**config.mk**
```make
export PLATFORM = sky130hd
export DESIGN_NAME = shift_right_iter
export DESIGN_NICKNAME = d
export VERILOG_FILES = /design/src/rtl/shift_pkg.sv /design/src/rtl/shift_right_step.sv /design/src/rtl/shift_right_iter.sv
export SDC_FILE = /design/constraint.sdc
export NUM_CORES = 1
export LEC_CHECK = 0
export BUFFER_PORTS_ARGS = -buffer_cell sky130_fd_sc_hd__buf_2
export CAP_MARGIN = 25
export CORE_ASPECT_RATIO = 1.4
export CORE_MARGIN = 2
export CORE_UTILIZATION = 40
export CTS_CLUSTER_DIAMETER = 40
export CTS_CLUSTER_SIZE = 25
export DETAILED_ROUTE_END_ITERATION = 12
export PLACE_DENSITY_LB_ADDON = 0.3
export SETUP_SLACK_MARGIN = 0.4
export SYNTH_ARGS = -nofsm -noshare
export SYNTH_HDL_FRONTEND = slang
export SYNTH_SLANG_ARGS = --single-unit
export TNS_END_PERCENT = 100
```
**constraint.sdc**
```tcl
create_clock -name clk -period 2.65 [get_ports clk]
set_input_delay 0.53 -clock clk [delete_from_list [all_inputs] [get_ports clk]]
set_output_delay 0.53 -clock clk [all_outputs]
set_load 0.01 [all_outputs]
```
**src/rtl/shift_pkg.sv**
```systemverilog
// ---------------------------------------------------------------------------
// shift_pkg
// Shared definitions for the iterative right shifter (shift_right_iter).
//   shift_state_t   : FSM state encoding (idle / shifting / result ready)
//   FAST_STEP       : bit count of the wide step used by the fast build
//   SHAMT_W_DEFAULT : shift-amount width matching the 32-bit default operand
// ---------------------------------------------------------------------------
package shift_pkg;

    typedef enum logic [1:0] {
        S_IDLE  = 2'd0,
        S_SHIFT = 2'd1,
        S_DONE  = 2'd2
    } shift_state_t;

    localparam int FAST_STEP       = 4;
    localparam int SHAMT_W_DEFAULT = 5;

endpackage : shift_pkg

```
**src/rtl/shift_right_step.sv**
```systemverilog
// ---------------------------------------------------------------------------
// shift_right_step
// Combinational single-step right shifter. Shifts the operand right by either
// 1 bit or FAST_STEP bits, filling vacated upper bits with fill_i.
// Ports:
//   data_i   in   WIDTH   operand
//   fill_i   in   1       bit shifted in at the top (0 for SRL, sign for SRA)
//   step4_i  in   1       1 = shift by FAST_STEP bits, 0 = shift by 1 bit
//   data_o   out  WIDTH   shifted operand
// ---------------------------------------------------------------------------
module shift_right_step
    import shift_pkg::*;
#(
    parameter int WIDTH = 32
) (
    input  logic [WIDTH-1:0] data_i,
    input  logic             fill_i,
    input  logic             step4_i,
    output logic [WIDTH-1:0] data_o
);

    logic [WIDTH-1:0] by1;
    logic [WIDTH-1:0] by4;

    assign by1    = {fill_i, data_i[WIDTH-1:1]};
    assign by4    = {{FAST_STEP{fill_i}}, data_i[WIDTH-1:FAST_STEP]};
    assign data_o = step4_i ? by4 : by1;

endmodule : shift_right_step

```
**src/rtl/shift_right_iter.sv**
```systemverilog
// ---------------------------------------------------------------------------
// shift_right_iter
// Multi-cycle right shifter for the MIPS execute stage (SRL/SRLV zero fill,
// SRA/SRAV sign fill). An accepted start loads the operand, fill bit and
// shift amount; the working register is then shifted each cycle until the
// amount is exhausted, and the result is presented with a one-cycle done.
//
// Build option: define SHIFT_RIGHT_FAST4_EN to shift FAST_STEP bits per cycle
// while at least FAST_STEP bits remain (1 bit otherwise). Without it the
// shifter moves exactly 1 bit per cycle. Results and handshake are identical.
//
// Ports:
//   clk       in   1        clock, rising edge
//   rst       in   1        synchronous active-high reset
//   start     in   1        request, accepted only while busy=0
//   in_data   in   WIDTH    operand, sampled on accept
//   shamt     in   SHAMT_W  shift amount, sampled on accept
//   arith     in   1        1 = arithmetic (sign fill), 0 = logical (zero fill)
//   busy      out  1        high from the cycle after accept through done
//   done      out  1        one-cycle pulse, out_data valid from this cycle
//   out_data  out  WIDTH    result, held until the next operation completes
// ---------------------------------------------------------------------------
module shift_right_iter
    import shift_pkg::*;
#(
    parameter int WIDTH   = 32,
    parameter int SHAMT_W = $clog2(WIDTH)
) (
    input  logic               clk,
    input  logic               rst,
    input  logic               start,
    input  logic [WIDTH-1:0]   in_data,
    input  logic [SHAMT_W-1:0] shamt,
    input  logic               arith,
    output logic               busy,
    output logic               done,
    output logic [WIDTH-1:0]   out_data
);

    shift_state_t       state_q, state_d;
    logic [SHAMT_W-1:0] rem_q,   rem_d;
    logic [WIDTH-1:0]   work_q,  work_d;
    logic               fill_q,  fill_d;
    logic [WIDTH-1:0]   out_q,   out_d;

    logic               step4;
    logic [SHAMT_W-1:0] step_amt;
    logic [SHAMT_W-1:0] rem_dec;
    logic [WIDTH-1:0]   step_out;

`ifdef SHIFT_RIGHT_FAST4_EN
    assign step4 = (rem_q >= SHAMT_W'(FAST_STEP));
`else
    assign step4 = 1'b0;
`endif

    // step_amt never exceeds rem_q while shifting, so rem_dec cannot wrap.
    assign step_amt = step4 ? SHAMT_W'(FAST_STEP) : SHAMT_W'(1);
    assign rem_dec  = rem_q - step_amt;

    shift_right_step #(
        .WIDTH (WIDTH)
    ) u_step (
        .data_i  (work_q),
        .fill_i  (fill_q),
        .step4_i (step4),
        .data_o  (step_out)
    );

    always_comb begin
        state_d = state_q;
        rem_d   = rem_q;
        work_d  = work_q;
        fill_d  = fill_q;
        out_d   = out_q;
        case (state_q)
            S_IDLE: begin
                if (start) begin
                    work_d = in_data;
                    fill_d = arith & in_data[WIDTH-1];
                    rem_d  = shamt;
                    if (shamt == '0) begin
                        // Zero shift: result is ready on the next cycle.
                        state_d = S_DONE;
                        out_d   = in_data;
                    end else begin
                        state_d = S_SHIFT;
                    end
                end
            end
            S_SHIFT: begin
                work_d = step_out;
                rem_d  = rem_dec;
                // Load the result on the final step so it is valid with done.
                if (rem_dec == '0) begin
                    state_d = S_DONE;
                    out_d   = step_out;
                end
            end
            S_DONE: begin
                state_d = S_IDLE;
            end
            default: begin
                state_d = S_IDLE;
            end
        endcase
    end

    always_ff @(posedge clk) begin
        if (rst) begin
            state_q <= S_IDLE;
            rem_q   <= '0;
            out_q   <= '0;
        end else begin
            state_q <= state_d;
            rem_q   <= rem_d;
            out_q   <= out_d;
        end
    end

    // Working operand and fill bit are only meaningful after an accept.
    always_ff @(posedge clk) begin
        work_q <= work_d;
        fill_q <= fill_d;
    end

    assign busy     = (state_q != S_IDLE);
    assign done     = (state_q == S_DONE);
    assign out_data = out_q;

endmodule : shift_right_iter

```
==> results of run 1 <==
==> layout make-up <==
class	instances	area, sq um	share of cell area [%]
Tap cell	97	121.4	3.195
Timing Repair Buffer	80	427.9	11.26
Sequential cell	71	1742	45.85
Multi-Input combinational cell	174	1249	32.87
Clock buffer	9	123.9	3.261
Clock inverter	7	120.1	3.162
Inverter	4	15.01	0.3953
==> worst reg2reg max path: stages (launching register included) <==
cell	delay, ns
dfxtp_1	0.59
nor2b_4	0.25
buf_4	0.39
mux2_2	0.42
nand2_1	0.07
mux2i_1	0.07
==> cells in the mapped netlist <==
cell,n,area [sq um]
nand3_4,1,17.52
buf_6,3,33.78
nor3b_1,2,15.01
nor2b_1,3,18.77
mux2_2,32,360.4
a32oi_1,1,8.760
and2_1,1,6.260
inv_2,1,3.750
nor2_2,1,6.260
nand2_1,65,244.0
o21ai_0,3,15.01
xor2_1,2,17.52
o31a_1,1,8.760
dfxtp_1,39,780.8
nand3b_1,1,7.510
mux2i_1,31,310.3
ha_1,2,25.02
inv_1,3,11.26
a21oi_1,4,20.02
o32ai_2,1,16.27
or2_2,1,6.260
or4_4,1,11.26
nor2_1,10,37.54
clkbuf_1,9,33.78
or2b_1,1,7.510
nand2b_1,2,12.51
nor3_1,1,5.000
nor4_1,1,6.260
buf_2,3,15.01
o221ai_1,1,8.760
o221a_2,1,11.26
a211oi_1,2,15.01
edfxtp_1,32,960.9
a311oi_1,2,17.52
==> power groups by stage <==
stage          logic, W  registers [W]  clock network (W)
6_report       0.000346        0.00130            0.00104
5_1_grt        0.000383        0.00131            0.00111
4_1_cts        0.000352        0.00130            0.00107
3_5_place_dp   0.000351        0.00132                  0
3_3_place_gp   0.000345        0.00132                  0
2_1_floorplan  0.000248        0.00131                  0
==> layer usage <==
| layer | global-route usage (%) | part of all wire, % |
|---|---|---|
| met4 | 6.642 | 1.8 |
| met2 | 25.99 | 51 |
| met1 | 18.24 | 43 |
| met3 | 3.859 | 3.8 |
| met5 | 0 | 0 |
==> logic make-up after synthesis <==
| family | Yosys count | share of synthesized area, % |
|---|---|---|
| mux | 63 | 21.81 |
| xor+xnor | 2 | 0.5697 |
| buf+inv | 19 | 3.173 |
| fa+ha+maj | 2 | 0.8135 |
| flops | 71 | 56.63 |
| compound gates | 16 | 3.946 |
| simple gates | 91 | 13.06 |
==> flip-flops by register name, indices dropped and copies added (netlist names) <==
| register | cells |
|---|---|
| fill_q | 1 |
| out_data | 32 |
| rem_q | 5 |
| state_q | 2 |
| work_q | 31 |
==> stage by stage <==
stage               instances  instance area [sq um]
finish                    442                   3799
global placement          426                   3555
CTS                       442                   3799
floorplan                 264                   3080
detailed placement        426                   3555
global route              442                   3799
==> path summary, 6_finish.rpt <==
kind,endpoint,slack [ns],cells past startpoint
max,out_data[18],0.75,5
min,out_data[6],0.46,2
max reg2reg,out_data[18],0.75,5
min reg2reg,out_data[6],0.46,2
==> run metrics, run 1 <==
via count around 2100; number of setup violations in the final report 0; Flop pwr share a little under 50%; Final ANT Viol Nets 0; final worst slack between 0.7 and 0.8 ns; drt drc 0; synth warn 0; nature of the critical path endpoint flip-flop; Post-Route WL 6167 microns; DIE WIDTH about 78 microns; slowest stage delay, CP 0.59 ns; total chip power around 0.0027 W; Critical Path Slowest Stage Cell dfxtp_1; hold_ws between 0.4 and 0.5 ns; CP delay by family, top flip-flops; FP Rows 37; Worst Setup SP state_q[0]; Power Density ~700 mW/mm^2; synth unique cells 34; Critical Path AT ~2.1 ns; number of CTS-inserted buffers 9; die footprint 0.008416 sq mm; Startpoint Class flip-flop; most frequent cells in the layout buf_2 (74), nand2_1 (65), dfxtp_1 (39); reg2reg start state_q[0]; worst hold start out_data[6]; Final Cycle Share 71.82%; Max Freq approximately 530 MHz; Critical Path RT between 2 and 3 ns; largest net degree at the start of global routing 37; ant diodes 0; Worst Max-Slew Pin Slew between 0.5 and 0.6 ns; share of post-route cells with drive strength above 1 a little under 40%; hold-fix buffer count after cts 0; crit path max fanout 32; RD Place Congestion slightly above 0.7; starting DRC count in detailed routing between 70 and 80; first drt pass iteration count 4; CTS tree yes; Synth Instances about 260; min-delay worst type flip-flop to flip-flop; synthesized net count about 310; Final nets around 380; Starting Density 41.52%; Post-CTS Setup Bufs 0; mapped cell area 0.003075 sq mm; final hold violations 0; Int Power 0.002050 W; clock share of power 38.7%; Sw Pwr 0.0006343 W; commonest non-fill, non-tap cell in the layout buf_2; Setup Skew 0.004968 ns; Syn Area/Cell between 10 and 15 sq um; CTS HTree Levels 3; clk_lat worst skew around 0.34 ns; GRT overflow 0; Leakage 1.783 nW; Via density roughly 4.8; Post-DP HPWL ~4300 microns; outcome complete, no violations; GRT Total Usage 15.30%; DR WL/cell 13.95 microns; # clock sinks 71; vias in the first global route 2071; Filler cells just under 700; clock slew at reported path FFs around 0.080 ns; Worst slew margin between 60% and 70%; Crit Path Category flip-flop to flip-flop; Sw Ratio around a quarter; setup tns final 0 ns; Ports 75; initial antenna violation count 0; clock root buffer master clkbuf_8; Cell Chain, Critical Path nor2b_4 -> buf_4 -> mux2_2 -> nand2_1 -> mux2i_1; #FFs+latches synth 71; Synth-to-Final Area Change 23.51%; RSZ-0062 raised after global routing no; first-pass GRT wire length about 10000 microns; Die Y-Extent 107.8 microns; fin util approximately half; port bufs 74; Tmin final 1.903 ns; Seq/Total Area, Yosys a little under three fifths; Final Slew Violations 0; Comb pwr share roughly 13%; Core Area about 0.0074 sq mm; worst path buffer plus inverter count 1; Max clock buf depth 2; maximum VDD drop ~0.3 mV; Max Cap Viol 0; pre-CTS setup slack roughly 0.5 ns; post-CTS resize count 0
Note: power is estimated with default switching activity, not from simulation.
==> run 2: changes to the inputs <==
clock period = 1.7 ns   (was 2.65 ns; I/O delays follow)
==> run metrics, run 2 (synthesis gave the netlist of run 1 again) <==
RSZ-0062 raised after global routing yes; Power Density 941.0 mW/mm^2 (+33%); reg2reg start rem_q[1]; number of CTS-inserted buffers 9 (unchanged); number of setup violations in the final report 0 (unchanged); Ports 75 (unchanged); clock slew at reported path FFs 0.07 ns (about the same); reg2reg end out_data[27]; Critical Path AT 1.86 ns (-0.27 ns); via count 2451 (+16%); Leakage 2.270 nW (+27%); final hold violations 0 (unchanged); port bufs 74 (unchanged); hold_ws 0.2772 ns (-0.1800 ns); crit path max fanout 12 (-63%); Critical Path RT 1.94 ns (-0.93 ns); Max Cap Viol 0 (unchanged); min-delay worst type input pin to flip-flop; outcome complete, no violations; Crit Path Category flip-flop to flip-flop; maximum VDD drop 0.4529 mV (+48%); Final Slew Violations 0 (unchanged); clk_lat worst skew 0.35 ns (about the same); FP Rows 37 (unchanged); starting DRC count in detailed routing 94 (+27%); slowest stage delay, CP 0.33 ns (-0.26 ns); Largest register FFs 32 (unchanged); worst hold start arith; DR WL/cell 16.70 microns (+20%); Final Cycle Share 95.19% (+23 points); GRT overflow 0 (unchanged); Max clock buf depth 2 (unchanged); Critical Path Slowest Stage Cell dfxtp_2; Setup Skew 0.008092 ns (+0.003124 ns); GRT Total Usage 19.44% (+4.1 points); Final nets 430 (+12%); Starting Density 41.52% (unchanged); RD Place Congestion 0.7645 (+6.5%); nature of the critical path endpoint flip-flop; largest net degree at the start of global routing 28 (-24%); CTS HTree Levels 3 (unchanged); setup tns final 0 ns (unchanged); Final ANT Viol Nets 0 (unchanged); Worst Max-Slew Pin Slew 0.3764 ns (-0.2018 ns); Post-DP HPWL 4430 microns (+3.3%); total chip power 0.004479 W (+67%); vias in the first global route 2417 (+17%); Startpoint Class flip-flop; first drt pass iteration count 4 (unchanged); share of post-route cells with drive strength above 1 52.17% (+13 points); drt drc 0 (unchanged); worst reg-to-reg setup slack 0.08 ns (-0.66 ns); Reg2Reg Depth 6 (+1); fin util 64.26% (+13 points); crit path to out_data[27]; Die Y-Extent 107.8 microns (unchanged); hold-fix buffer count after cts 0 (unchanged); Via density 5.023 (+5.4%); Cell Chain, Critical Path buf_6 -> o31a_1 -> o21ai_2 -> nand3_4 -> buf_16 -> mux2i_1; Synth-to-Final Area Change 54.76%; die footprint 0.008416 sq mm (unchanged); Max Freq 617.9 MHz (+18%); Post-Route WL 8150 microns (+32%); Worst slew margin 74.87% (+13 points); CTS tree yes; # clock sinks 71 (unchanged); ant diodes 0 (unchanged); commonest non-fill, non-tap cell in the layout buf_2; first-pass GRT wire length 12310 microns (+26%); DIE WIDTH 78.11 microns (unchanged); initial antenna violation count 0 (unchanged); Core Area 0.007407 sq mm (unchanged); clock root buffer master clkbuf_8; Worst Setup SP rem_q[1]; most frequent cells in the layout buf_2 (72), nand2_1 (65), dfxtp_1 (34); Tmin final 1.618 ns (-0.2850 ns)
run 2: layout make-up:
type                       instances  area (sq um)
clock buffer                      11         131.4
sequential                        71          1750
inverter                           4         17.52
tap                               97         121.4
clock inverter                     4         47.55
multi-input combinational        174          1499
fill                             557          2648
timing repair buffer             127          1192
run 2: where the power goes:
part	internal (W)	switching, W
clock network	0.000666	0.000625
registers	0.00196	0.0000757
logic	0.000682	0.000467
total	0.00331	0.00117
run 2: how the worst min path moves through the flow:
stage	end	slack, ns	cells past startpoint
after floorplan	rem_q[0]	0.47	1
after detailed placement	out_data[11]	0.45	2
after CTS	fill_q	0.27	2
final	fill_q	0.28	2
after global routing	fill_q	0.28	2
after global placement	out_data[1]	0.44	2
run 2: through the flow:
step	instance area, sq um	setup slack (ns)	cells
after floorplan	3257	-0.03322	264
after global placement	3782	-0.1388	434
after detailed placement	3782	-0.1765	434
after CTS	4588	0.1282	480
after global routing	4760	0.03238	488
final	4760	0.08171	488
run 2: per-layer routing:
metal / vias to the layer above / track usage [%] / share of wire [%]
met5: - / 0 / 0
met4: 0 / 10.53 / 2.9
met3: 19 / 3.272 / 3.4
met2: 63 / 32.39 / 51
met1: 1195 / 23.91 / 42
li1: 1174 / - / -
run 2: timing repair:
| item | in CTS | in global routing |
|---|---|---|
| endpoints found under the setup margin | 100 | 103 |
| buffers inserted | 23 | 6 |
| cloned | 8 | 2 |
| pin swaps | 13 | 5 |
| resized for setup | 57 | 14 |
run 2: critical path, delay by kind of cell (launching register included):
| kind | cells | cell delay (ns) |
|---|---|---|
| AO/OA/AOI/OAI | 2 | 0.50 |
| buffers and inverters | 2 | 0.35 |
| flip-flops | 1 | 0.33 |
| multiplexers | 1 | 0.13 |
| AND/OR/NAND/NOR | 1 | 0.20 |
==> run 3: changes to the inputs <==
BUFFER_PORTS_ARGS = -buffer_cell sky130_fd_sc_hd__clkbuf_2   (was -buffer_cell sky130_fd_sc_hd__buf_2)
==> run metrics, run 3 (synthesis gave the netlist of run 1 again) <==
Max Freq 626.5 MHz (+1.4%); ant diodes 0 (unchanged); clk_lat worst skew 0.34 ns (about the same); number of CTS-inserted buffers 9 (unchanged); DR WL/cell 15.76 microns (-5.6%); pre-CTS setup slack -0.1654 ns (+0.01113 ns); worst reg-to-reg setup slack 0.11 ns (+0.03 ns); WHS Endpoint fill_q; Max Used Layer met4; setup tns final 0 ns (unchanged); die footprint 0.008416 sq mm (unchanged); starting DRC count in detailed routing 75 (-20%); Post-DP HPWL 4537 microns (+2.4%); outcome complete, no violations; reg2reg end out_data[2]; Sw Ratio 23.63% (-2.4 points); Crit Path Category input pin to flip-flop; Synth-to-Final Area Change 46.14%; Critical Path RT 1.96 ns (+0.02 ns); CTS HTree Levels 3 (unchanged); Tmin final 1.596 ns (-0.02200 ns); maximum VDD drop 0.4699 mV (+3.7%); Int Power 0.003479 W (+5.1%); Final Cycle Share 93.90% (-1.3 points); Worst Max-Slew Pin Slew 0.4048 ns (+0.02835 ns); Core Area 0.007407 sq mm (unchanged); Worst slew margin 72.98% (-1.9 points); min-delay worst type input pin to flip-flop; Leakage 2.127 nW (-6.3%); largest net degree at the start of global routing 28 (unchanged); Ports 75 (unchanged); final hold violations 0 (unchanged); total chip power 0.004556 W (+1.7%); worst hold start arith; port bufs 74 (unchanged); Power Density 1014 mW/mm^2 (+7.7%); first drt pass iteration count 4 (unchanged); Max clock buf depth 2 (unchanged); Via density 4.822 (-4.0%); via count 2276 (-7.1%); Startpoint Class input pin; Starting Density 41.52% (unchanged); # clock sinks 71 (unchanged); most frequent cells in the layout clkbuf_2 (72), nand2_1 (65), dfxtp_1 (35); Critical Path AT 1.86 ns (about the same); first-pass GRT wire length 11270 microns (-8.5%); CTS tree yes; clock root buffer master clkbuf_8; Max Cap Viol 0 (unchanged); commonest non-fill, non-tap cell in the layout clkbuf_2; GRT overflow 0 (unchanged); number of setup violations in the final report 0 (unchanged); placed inst area 0.003790 sq mm (+0.20%); fin util 60.68% (-3.6 points); share of post-route cells with drive strength above 1 47.73% (-4.4 points); Final ANT Viol Nets 0 (unchanged); clock slew at reported path FFs 0.07 ns (about the same); drt drc 0 (unchanged); cell depth of the worst hold path 2 (unchanged); reg2reg start rem_q[1]; Flop pwr share 44.7% (-0.8 points); post-route cell area 0.004494 sq mm (-5.6%); RD Place Congestion 0.7657 (+0.16%); DIE WIDTH 78.11 microns (unchanged); Die Y-Extent 107.8 microns (unchanged); Setup Skew 0.004469 ns (-0.003623 ns); WL met1 3189 microns (-7.8%); Largest register FFs 32 (unchanged); GRT Total Usage 17.87% (-1.6 points); met3 wire len 280 microns (+0.72%); nature of the critical path endpoint flip-flop; Sw Pwr 0.001077 W (-7.8%); Final nets 413 (-4.0%); FP Rows 37 (unchanged); Post-Route WL 7439 microns (-8.7%); clock share of power 34.4% (+5.6 points); vias in the first global route 2287 (-5.4%); final worst slack 0.1037 ns (+0.02200 ns); Filler cells 604 (+8.4%); met2 WL 3841 microns (-8.0%); Reg2Reg Depth 6 (unchanged); crit path max fanout 7 (-5); Final Slew Violations 0 (unchanged); initial antenna violation count 0 (unchanged); Comb pwr share 20.8% (-4.9 points); RSZ-0062 raised after global routing yes
[run 3: per-layer routing]
layer	vias up	global-route usage [%]
met5	-	0
met4	0	7.895
met3	11	5.117
met2	52	29.80
met1	1077	21.34
li1	1136	-
[run 3: what timing repair did]
action                                  in CTS  in global routing
hold buffers                                 0                  0
pin swaps                                    9                  4
buffers inserted                            13                  2
endpoints found under the hold margin        0                  0
endpoints found under the setup margin      99                 83
gates resized for setup                     32                 21
gates cloned                                 4                  2
[run 3: worst max-delay path, cell delays in order]
cell,delay (ns)
clkbuf_2,0.09
or4_4,0.56
o32ai_4,0.27
nand3_4,0.22
buf_8,0.21
mux2i_1,0.18
[run 3: worst max-delay path by stage]
stage                     startpoint           end  slack (ns)  cells past startpoint
after floorplan             shamt[3]  out_data[10]       -0.03                      5
after global placement      shamt[3]  out_data[15]       -0.12                      6
after detailed placement    shamt[3]   out_data[2]       -0.17                      6
after CTS                   rem_q[1]   out_data[2]        0.12                      6
after global routing        rem_q[2]   out_data[2]        0.02                      5
final                       shamt[3]   out_data[2]        0.10                      6
[run 3: through the flow]
stage | hold WS (ns) | cells
2_1_floorplan | 0.4707 | 264
3_3_place_gp | 0.4464 | 435
3_5_place_dp | 0.4559 | 435
4_1_cts | 0.2576 | 468
5_1_grt | 0.2739 | 472
6_report | 0.2803 | 472
[run 3: power groups by stage]
stage | combinational [W] | sequential, W | clock (W)
CTS | 0.000861 | 0.00204 | 0.00161
detailed placement | 0.000674 | 0.00207 | 0
finish | 0.000949 | 0.00204 | 0.00157
global placement | 0.000664 | 0.00206 | 0
floorplan | 0.000486 | 0.00205 | 0
global route | 0.00101 | 0.00205 | 0.00168
[run 3: layout make-up]
type	count	area, sq um	area share (%)
multi-input cells	174	1461	32.52
flip-flops and latches	71	1752	38.98
clock inverters	4	93.84	2.088
repair buffers	110	913.4	20.32
clock buffers	12	135.1	3.007
well taps	97	121.4	2.700
inverters	4	17.52	0.3898
